<file path="src/rtl/uart_pkg.sv">
// -----------------------------------------------------------------------------
// uart_pkg
// Shared definitions for the serial receiver: FSM state encoding, the smallest
// usable baud divisor and the number of data bits per frame.
// No ports.
// -----------------------------------------------------------------------------
package uart_pkg;

  typedef enum logic [1:0] {
    IDLE  = 2'd0,
    START = 2'd1,
    DATA  = 2'd2,
    STOP  = 2'd3
  } rx_state_t;

  // Divisors below this value are raised to it; with fewer than two clocks
  // per bit there is no mid-bit sample point.
  localparam int DIV_MIN = 2;

  // Data bits per 8N1 frame.
  localparam int FRAME_BITS = 8;

endpackage

</file>
<file path="src/rtl/baud_cnt.sv">
// -----------------------------------------------------------------------------
// baud_cnt
// Down-counter that times the sample points of the serial receiver.
// A load takes priority over counting. The counter expires while it holds 1,
// then falls to 0 and rests there, so it never wraps.
//
// Ports:
//   clk       system clock, rising edge
//   rst       asynchronous active-low reset (counter -> 0)
//   load      load load_val on the next edge
//   load_val  value to load (clocks until expiry)
//   expire    high while the counter holds 1
// -----------------------------------------------------------------------------
module baud_cnt #(
  parameter int DIV_W = 16
) (
  input  logic             clk,
  input  logic             rst,
  input  logic             load,
  input  logic [DIV_W-1:0] load_val,
  output logic             expire
);

  logic [DIV_W-1:0] cnt;

  always_ff @(posedge clk or negedge rst) begin
    if (!rst) begin
      cnt <= '0;
    end else if (load) begin
      cnt <= load_val;
    end else if (cnt != '0) begin
      cnt <= cnt - DIV_W'(1);
    end
  end

  assign expire = (cnt == DIV_W'(1));

endmodule

</file>
<file path="src/rtl/serial_rcvr.sv">
// -----------------------------------------------------------------------------
// serial_rcvr
// 8N1 serial receiver, LSB first, with a CPU-side receive data register and
// status flags.
//
// Ports:
//   clk          system clock, rising edge
//   rst          asynchronous active-low reset
//   sin          asynchronous serial line, idle high
//   div          clocks per bit (values below 2 behave as 2)
//   rd_ack       one-cycle pulse: the CPU has read rx_data
//   rx_data      last received byte
//   rx_ready     an unread byte is present
//   overrun      a byte completed while rx_ready was already set
//   framing_err  the stop bit of the last frame was sampled low
//   int_rx       rx_ready | overrun | framing_err
//   fsm_state    current receiver state, for observation only
//
// CPU handshake: rx_ready acts as "valid" for rx_data. The CPU acknowledges a
// read with a single-cycle rd_ack, which clears rx_ready, overrun and
// framing_err on the next edge. When rd_ack coincides with a frame
// completion, the new byte is loaded, rx_ready stays set and overrun stays
// clear, because the CPU has just consumed the previous byte.
// -----------------------------------------------------------------------------
module serial_rcvr
  import uart_pkg::*;
#(
  parameter int DIV_W = 16
) (
  input  logic             clk,
  input  logic             rst,
  input  logic             sin,
  input  logic [DIV_W-1:0] div,
  input  logic             rd_ack,
  output logic [7:0]       rx_data,
  output logic             rx_ready,
  output logic             overrun,
  output logic             framing_err,
  output logic             int_rx,
  output rx_state_t        fsm_state
);

  logic             sin_meta;
  logic             sin_s;
  rx_state_t        state;
  rx_state_t        state_nxt;
  logic [DIV_W-1:0] eff_now;
  logic [DIV_W-1:0] eff_q;
  logic [DIV_W-1:0] cnt_val;
  logic             cnt_load;
  logic             expire;
  logic             start_frame;
  logic             data_begin;
  logic             bit_take;
  logic             stop_take;
  logic [2:0]       bit_idx;
  logic [7:0]       shift_q;
  logic             done_q;
  logic             stop_q;
  logic             armed;

  // Two-flop synchronizer; both stages reset to the idle level.
  always_ff @(posedge clk or negedge rst) begin
    if (!rst) begin
      sin_meta <= 1'b1;
      sin_s    <= 1'b1;
    end else begin
      sin_meta <= sin;
      sin_s    <= sin_meta;
    end
  end

  assign eff_now = (div < DIV_W'(DIV_MIN)) ? DIV_W'(DIV_MIN) : div;

  always_ff @(posedge clk or negedge rst) begin
    if (!rst) begin
      state <= IDLE;
    end else begin
      state <= state_nxt;
    end
  end

  always_comb begin
    state_nxt   = state;
    cnt_load    = 1'b0;
    cnt_val     = eff_q;
    start_frame = 1'b0;
    data_begin  = 1'b0;
    bit_take    = 1'b0;
    stop_take   = 1'b0;
    case (state)
      IDLE: begin
        // armed is low after a frame whose stop bit was low, so a held-low
        // line (break) yields one frame and no more until it goes high.
        if (armed && !sin_s) begin
          state_nxt   = START;
          cnt_load    = 1'b1;
          cnt_val     = eff_now >> 1;
          start_frame = 1'b1;
        end
      end
      START: begin
        if (expire) begin
          if (!sin_s) begin
            state_nxt  = DATA;
            cnt_load   = 1'b1;
            data_begin = 1'b1;
          end else begin
            state_nxt = IDLE;
          end
        end
      end
      DATA: begin
        if (expire) begin
          bit_take = 1'b1;
          cnt_load = 1'b1;
          if (bit_idx == 3'(FRAME_BITS - 1)) begin
            state_nxt = STOP;
          end
        end
      end
      STOP: begin
        if (expire) begin
          stop_take = 1'b1;
          state_nxt = IDLE;
        end
      end
      default: state_nxt = IDLE;
    endcase
  end

  baud_cnt #(
    .DIV_W(DIV_W)
  ) u_baud_cnt (
    .clk      (clk),
    .rst      (rst),
    .load     (cnt_load),
    .load_val (cnt_val),
    .expire   (expire)
  );

  // Frame datapath. The divisor is captured at the start of a frame so a
  // later change of div cannot disturb it. The stop sample is registered and
  // the completion applied one edge later (done_q).
  always_ff @(posedge clk or negedge rst) begin
    if (!rst) begin
      eff_q   <= DIV_W'(DIV_MIN);
      bit_idx <= '0;
      shift_q <= '0;
      done_q  <= 1'b0;
      stop_q  <= 1'b1;
      armed   <= 1'b1;
    end else begin
      if (start_frame) begin
        eff_q <= eff_now;
      end
      if (data_begin) begin
        bit_idx <= '0;
      end else if (bit_take) begin
        shift_q[bit_idx] <= sin_s;
        bit_idx          <= bit_idx + 3'd1;
      end
      done_q <= stop_take;
      if (stop_take) begin
        stop_q <= sin_s;
      end
      if (stop_take && !sin_s) begin
        armed <= 1'b0;
      end else if (state == IDLE && sin_s) begin
        armed <= 1'b1;
      end
    end
  end

  // CPU-visible register and flags.
  always_ff @(posedge clk or negedge rst) begin
    if (!rst) begin
      rx_data     <= 8'h00;
      rx_ready    <= 1'b0;
      overrun     <= 1'b0;
      framing_err <= 1'b0;
    end else if (done_q) begin
      if (!rx_ready || rd_ack) begin
        rx_data  <= shift_q;
        rx_ready <= 1'b1;
        overrun  <= 1'b0;
      end else begin
        overrun <= 1'b1;
      end
      framing_err <= ~stop_q;
    end else if (rd_ack) begin
      rx_ready    <= 1'b0;
      overrun     <= 1'b0;
      framing_err <= 1'b0;
    end
  end

  assign int_rx    = rx_ready | overrun | framing_err;
  assign fsm_state = state;

endmodule

</file>
<file path="config.mk">
export PLATFORM = sky130hd
export DESIGN_NAME = serial_rcvr
export DESIGN_NICKNAME = d
export VERILOG_FILES = /design/src/rtl/uart_pkg.sv /design/src/rtl/baud_cnt.sv /design/src/rtl/serial_rcvr.sv
export SDC_FILE = /design/constraint.sdc
export NUM_CORES = 1
export LEC_CHECK = 0
export CAP_MARGIN = 5
export CORE_MARGIN = 2
export CORE_UTILIZATION = 35
export DETAILED_ROUTE_END_ITERATION = 16
export GPL_TIMING_DRIVEN = 0
export PLACE_DENSITY_LB_ADDON = 0.15
export SYNTH_ARGS = -nofsm -noshare
export SYNTH_HDL_FRONTEND = slang
export SYNTH_HIERARCHICAL = 1
export SYNTH_SLANG_ARGS = --single-unit
</file>
<file path="constraint.sdc">
create_clock -name clk -period 3.3 [get_ports clk]
set_input_delay 0.99 -clock clk [delete_from_list [all_inputs] [get_ports clk]]
set_output_delay 0.99 -clock clk [all_outputs]
set_load 0.01 [all_outputs]
</file>
==> results.yml <==
cells_and_area:
  syn_to_final_growth_pct: 22.0
  drive_above_1_share: 0.170
  layout.nets: 377
  n_fill_cell: 858
  antenna_cells_inserted: 0
  post-route-util: 0.436
  final_design_area_no_fill_um2: 3750
timing:
  final.min_clock_period_ps: 2980
  finalCritPeriodShare: 0.902
  achievable-frequency_ghz: 0.336
  worstMarginPinSlew_ps: 779
  fin_clk_skew_ps: 10.4
  finalWorstSetupSlack_ps: 325
  hold_vio_cnt_final: 0
  timing.setup.tns_ps: 0
  timing.final.max_slew_violations: 0
  grt_setup_unrepaired: "false"
  worst_slew_margin_rel: 0.481
  holdWs_ps: 360
  finalSetupViolCount: 0
power:
  irDropWorstVdd_uv: 261
  power.density_nw_per_um2: 680
  switching_share: 0.353
  total_leakage_power_uw: 0.00167
  pwr-share-seq: 0.454
  power_frac_clock: 0.260
  combinational_cell_fraction_of_total_power: 0.286
  cellInternalPower_uw: 1650
  power.net_switching_uw: 899
place:
  post_dp_cell_area_um2: 3530
  pre_cts_slack_ps: 108
  routabilityCongestion: 0.799
  place_hpwl_um: 4770
  io_buffers: 33
yosys:
  synthFlopType: "dfrtp_1"
  synth_edf_count: 0
  synth.distinct_cells: 56
  synth-seq-area-share: 0.499
  yosysWarningCount: 6
  summed_instance_area_of_the_synthesized_netlist_um2: 3070
  mappedNetlistNets: 332
  post_synth_inst_count: 308
  yosysMostFrequentCell: "nand2_1"
  yosys.area.top_type_share: 0.456
  synth_top_cells_by_area: "dfrtp_1 46%, nand2_1 9.7%, mux2_2 6.6%"
  synth.largest_area_cell: "dfrtp_1"
  yosys_register_bits: 61
  synthesis.area_per_instance_um2: 9.97
  synth_common_cells: "79 x nand2_1, 56 x dfrtp_1, 21 x nor2_1"
  ys_async_sr_fraction: 1.00
global_routing:
  grt_util_all_layers: 0.148
  globalRoute.totalOverflow: 0
  grt_first_pass_wirelength_um: 11200
  initial_antenna_violation_count: 0
  grt_pass1_vias: 2370
  grt_max_degree: 62
route:
  drt_first_iter_violations: 85
  vias_per_cell: 5.07
  drt-pass1-iter-count: 4
  finalWirelength_um: 6610
  post_detailed_route_drc_marker_count: 0
  post_drt_wl_per_cell_um: 14.2
  antenna_left: 0
  vias: 2362
floorplan:
  dieHeight_um: 97.7
  dieArea_um2: 9540
  placement_rows: 34
  die_x_um: 97.7
  core_area_um2: 8590
  initial_utilization: 0.357
  num_io_pins: 34
critical_path:
  worstPathRequired_ps: 3530
  worst-setup-path-type: "register to register"
  worstRegToRegCells: 10
  critical-path-top-cell-by-count: "nand2_1"
  worst_path_largest_cell_delay_ps: 450
  worstPathCellList: "nor4_4 -> nand2_1 -> nor2_2 -> nand2_1 -> a21boi_0 -> o31ai_1 -> buf_2 -> clkinvlp_4 -> and2_2 -> a22o_1"
  slowest_stage: "dfrtp_1"
  crit_fanout: 9
  signal_arrival_time_at_the_worst_endpoint_ps: 3200
  worst_path_depth: 10
  cp.buffers_inverters: 2
  end_kind: "register"
  crit_family: "simple AND/OR/NAND/NOR gates"
  critPathLaunchType: "register"
worst_hold_path:
  hold_class: "register to register"
  min_delay_path_depth: 0
clocking:
  cts-buffers-inserted: 9
  clk-insertion-delay-late_ps: 330
  cts.htree.levels: 3
  cts-root-to-sink-buffers: 2
  cts.reportedPaths.clkPinSlew_ps: 70
  clock-root-buffer: "clkbuf_8"
  clock_sink_count: 61
  cts_tree: "built"
job:
  number_of_violations_of_the_max_capacitance_limit: 0
run_status:
  status: "finished, final reports clean"
-- registers in the layout (all words and copies together) (netlist names), 3 cells and up, named ones only --
signal and flops:
eff_q 16, u_baud_cnt/cnt 16, bit_idx 3, shift_q 8, rx_data 8
-- worst paths after layout --
check,slack (ps),to,from
worst max-delay path,320,u_baud_cnt/cnt[13]$_DFFE_PN0P_,u_baud_cnt/cnt[14]$_DFFE_PN0P_
worst min-delay path,360,sin_s$_DFF_PN1_,sin_meta$_DFF_PN1_
worst max register to register,320,u_baud_cnt/cnt[13]$_DFFE_PN0P_,u_baud_cnt/cnt[14]$_DFFE_PN0P_
worst min register to register,360,sin_s$_DFF_PN1_,sin_meta$_DFF_PN1_
max in group asynchronous,2050,eff_q[2]$_DFFE_PN0P_,rst
min in group asynchronous,720,eff_q[12]$_DFFE_PN0P_,rst
-- layout make-up --
| type | count | area (um2) | share of cell area |
|---|---|---|---|
| inverter | 8 | 33.8 | 0.00902 |
| sequential | 61 | 1530 | 0.409 |
| tap | 108 | 135 | 0.0361 |
| buffer | 12 | 73.8 | 0.0197 |
| clock inverter | 7 | 75.1 | 0.0200 |
| multi-input combinational | 227 | 1440 | 0.383 |
| timing repair buffer | 34 | 335 | 0.0895 |
| clock buffer | 9 | 124 | 0.0331 |
-- cells by family (layout without fill, tap and decap cells) --
| kind of cell | after synthesis | in the layout | synth area share |
|---|---|---|---|
| AND/OR/NAND/NOR | 159 | 159 | 0.282 |
| flip-flops | 61 | 61 | 0.499 |
| AO/OA/AOI/OAI | 39 | 39 | 0.0819 |
| multiplexers | 21 | 21 | 0.0758 |
| buffers and inverters | 20 | 70 | 0.0338 |
| adder cells (fa/ha/maj) | 4 | 4 | 0.0163 |
| XOR/XNOR | 4 | 4 | 0.0114 |
-- cell usage in the layout, fill, tap and decap left out, drive strengths merged, types with 6 or more instances in the layout --
master,count
nand2,79
dfrtp,56
clkdlybuf4s50,32
nor2,21
mux2,18
clkbuf,15
a21oi,11
nor4,10
o21ai,9
inv,8
buf,8
nand3,7
nor3,6
-- worst register-to-register path, stage by stage, from the launching register on --
cell and delay (ps):
dfrtp_1 450, nor4_4 420, nand2_1 190, nor2_2 310
nand2_1 140, a21boi_0 140, o31ai_1 190, buf_2 310
clkinvlp_4 280, and2_2 250, a22o_1 190
-- power groups by stage --
stage,Sequential (uW),Clock (uW),Combinational (uW)
floorplan,1130,0,562
CTS,1160,692,725
global route,1180,733,819
global placement,1170,0,713
detailed placement,1170,0,722
finish,1160,662,727
-- per-layer routing --
metal / global-route usage / up-vias / routed length, um
met3: 0.0496 / 4 / 222
met1: 0.185 / 1147 / 3070
met4: 0.0417 / 0 / 59
li1: - / 1179 / -
met5: 0 / - / 0
met2: 0.244 / 32 / 3260
-- through the flow --
| step | instances | power, uW |
|---|---|---|
| after floorplan | 308 | 1690 |
| after global placement | 449 | 1880 |
| after detailed placement | 449 | 1890 |
| after CTS | 465 | 2570 |
| after global routing | 466 | 2730 |
| final | 466 | 2550 |
-- what timing repair did --
action | 4_1_cts | 5_1_grt
gates resized for setup | 0 | 2
setup endpoints to repair | 0 | 6
setup buffers | 0 | 1
hold buffers | 0 | 0
No activity file was read; power rests on OpenSTA's default activity.
==> RTL edit, RTL diff (config.mk and constraints unchanged) <==
`DIV_W` is set to 16 in 2 places; all go to 32.
--- a/src/rtl/baud_cnt.sv
+++ b/src/rtl/baud_cnt.sv
@@ -14,3 +14,3 @@
 module baud_cnt #(
-  parameter int DIV_W = 16
+  parameter int DIV_W = 32
 ) (
--- a/src/rtl/serial_rcvr.sv
+++ b/src/rtl/serial_rcvr.sv
@@ -27,3 +27,3 @@
 #(
-  parameter int DIV_W = 16
+  parameter int DIV_W = 32
 ) (
Ports: changed (resized div); port bits go from 34 to 50. The function was not compared with the original's and may differ.
==> RTL edit against the original RTL <==
Routed wire length rose by 76%. Critical path depth rose by 5. Sequential cell count up 32. Die area grew 49%. Area after synthesis is 52% higher. Synthesized cell count increased by 62%. Power grew 53%. Final area is 56% higher. Setup slack got worse by 0.19 ns. Critical path type unchanged. Largest cell class unchanged.
==> RTL edit: results (changes against the original RTL) <==
| Metric | Value |
|---|---|
| Largest regs | eff_q x32, u_baud_cnt/cnt x32 |
| Worst skew pair latency | 0.35 ns (+0.02 ns) |
| Ant diodes | 0 (unchanged) |
| Initial antenna violation count | 0 (unchanged) |
| Layout Nets | 610 (+62%) |
| GRT met3 Usage | 0.0450 (-0.00462) |
| Clk_skew | 0.00848 ns (-0.00189 ns) |
| Path type of the worst min-delay path | reg -> reg |
| Layout cells sized above 1 | 0.151 (-0.0191) |
| CTS Buffer Depth | 2 (unchanged) |
| Status | completed |
| Main flop type after synthesis | dfrtp_1 |
| Post-synth top cells | nand2_1 (140), dfrtp_1 (88), nor2_1 (25) |
| CTS Buf Count | 9 (unchanged) |
| Yosys warning total | 6 (unchanged) |
| Placed wire-length estimate | 8160 um (+71%) |
| Vias in the first global route | 3,810 (+61%) |
| Slew @ Worst Pin | 0.618 ns (-0.161 ns) |
| Async set-or-reset flop fraction in the synthesized netlist | 1.00 (unchanged) |
| Post-CTS setup buffer count | 6 (+6) |
| Post-cts gate resize count | 11 (+11) |
| Port bufs | 49 (+48%) |
| Largest net degree at the start of global routing | 49 (-21%) |
| CP max stage cell | or4_4 |
| Synth Net Count | 538 (+62%) |
| Part of the Yosys area used for sequential elements | 0.502 (+0.00243) |
| Fin area | 5850 um^2 (+56%) |
| GPL Wtd Cong | 0.851 (+6.6%) |
| DRT iter0 DRCs | 236 (+180%) |
| GRT Total Usage | 0.171 (+0.0232) |
| Worst EP arrival | 3.45 ns (+0.25 ns) |
| Clock-pin slew on the worst setup and hold paths | 0.07 ns (about the same) |
| Final WL | 11,600 um (+76%) |
| First-pass GRT wire length | 19,000 um (+69%) |
| P_leak | 2.67 nW (+60%) |
| Placement Cell Area | 5390 um^2 (+52%) |
| Worst stage delay on the critical path | 0.55 ns (+0.10 ns) |
| CTS H-tree lvls | 3 (unchanged) |
| Maximum vdd drop | 353 uV (+35%) |
| Cell internal pwr | 0.00260 W (+58%) |
| Crit-path max FO | 8 (-1) |
| Filler instances | 1,296 (+51%) |
| Dominant cells by area after synthesis | dfrtp_1 (47%), nand2_1 (11%), mux2_2 (3.6%), dfstp_2 (2.8%), a21oi_1 (2.6%) |
| M1 GR Usage | 0.233 (+0.0482) |
| Root buffer cell | clkbuf_16 |
| Post-synth cell types | 51 (-8.9%) |
| Pre-antenna DRT Iters | 4 (unchanged) |
| M2 GR Usage | 0.260 (+0.0162) |
| Avg Vias per Cell | 5.08 (+0.30%) |
[RTL edit: cell count changes after synthesis, moves of 5 or more]
cell      unedited run  this run
or2_2                0         5
nor4_1               6        15
dfrtp_1             56        88
o211a_1              0         9
a21oi_1             11        24
nand2b_1             3         9
nor4_2               0         5
clkbuf_1             6        13
xor2_1               2         8
o21ai_0              9        21
nand2_1             79       140
buf_2                2         9
xnor2_1              2         8
[RTL edit: layer usage]
| metal | wire, um | share of wire |
|---|---|---|
| met4 | 231 | 0.020 |
| met5 | 0 | 0 |
| met3 | 492 | 0.042 |
| met1 | 5610 | 0.48 |
| met2 | 5280 | 0.45 |
[RTL edit: layout make-up]
class	count	share of cell area
Timing Repair Buffer	61	0.102
Clock inverter	5	0.0105
Tap cell	176	0.0376
Clock buffer	11	0.0398
Buffer	22	0.0199
Sequential cell	93	0.399
Inverter	10	0.00642
Multi-Input combinational cell	373	0.385
[RTL edit: per-stage QoR]
step           instances  setup WS [ns]  setup TNS (ns)
2_1_floorplan        498          0.128               0
3_3_place_gp         723          -2.43         -238.44
3_5_place_dp         724         -0.725          -19.48
4_1_cts              746         0.0558               0
5_1_grt              751        -0.0221         -0.0560
6_report             751          0.133               0
[RTL edit: kinds of logic (layout without fill, tap and decap cells)]
kind of cell,after synthesis,after routing,share of synthesized area
muxes,20,20,0.0479
buffers and inverters,32,109,0.0282
xor gates and xnor gates,16,16,0.0301
DFF,93,93,0.502
AOI/OAI and AO/OA,79,79,0.108
and+or+nand+nor,254,254,0.274
adders and majority gates,4,4,0.0108
[RTL edit: worst max-delay path, delay by kind of cell (launching register included)]
kind	cells	cell delay [ns]
buffers and inverters	4	0.53
flip-flops	1	0.40
AO/OA/AOI/OAI	3	0.34
AND/OR/NAND/NOR	8	1.83
[RTL edit: final timing paths]
path | startpoint | to | slack (ns) | cells past startpoint
max | u_baud_cnt/cnt[28]$_DFFE_PN0P_ | u_baud_cnt/cnt[11]$_DFFE_PN0P_ | 0.13 | 15
min | sin_meta$_DFF_PN1_ | sin_s$_DFF_PN1_ | 0.36 | 0
max reg2reg | u_baud_cnt/cnt[28]$_DFFE_PN0P_ | u_baud_cnt/cnt[11]$_DFFE_PN0P_ | 0.13 | 15
min reg2reg | sin_meta$_DFF_PN1_ | sin_s$_DFF_PN1_ | 0.36 | 0
max in group asynchronous | rst | eff_q[1]$_DFFE_PN1P_ | 1.95 | 2
min in group asynchronous | rst | shift_q[7]$_DFFE_PN0P_ | 0.65 | 1
[RTL edit: power groups by stage]
stage / Combinational [W] / Sequential (W) / Clock (W)
floorplan: 0.000715 / 0.00180 / 0
global placement: 0.000913 / 0.00186 / 0
detailed placement: 0.000953 / 0.00187 / 0
CTS: 0.000963 / 0.00186 / 0.00107
global route: 0.00112 / 0.00193 / 0.00112
finish: 0.000977 / 0.00188 / 0.00104
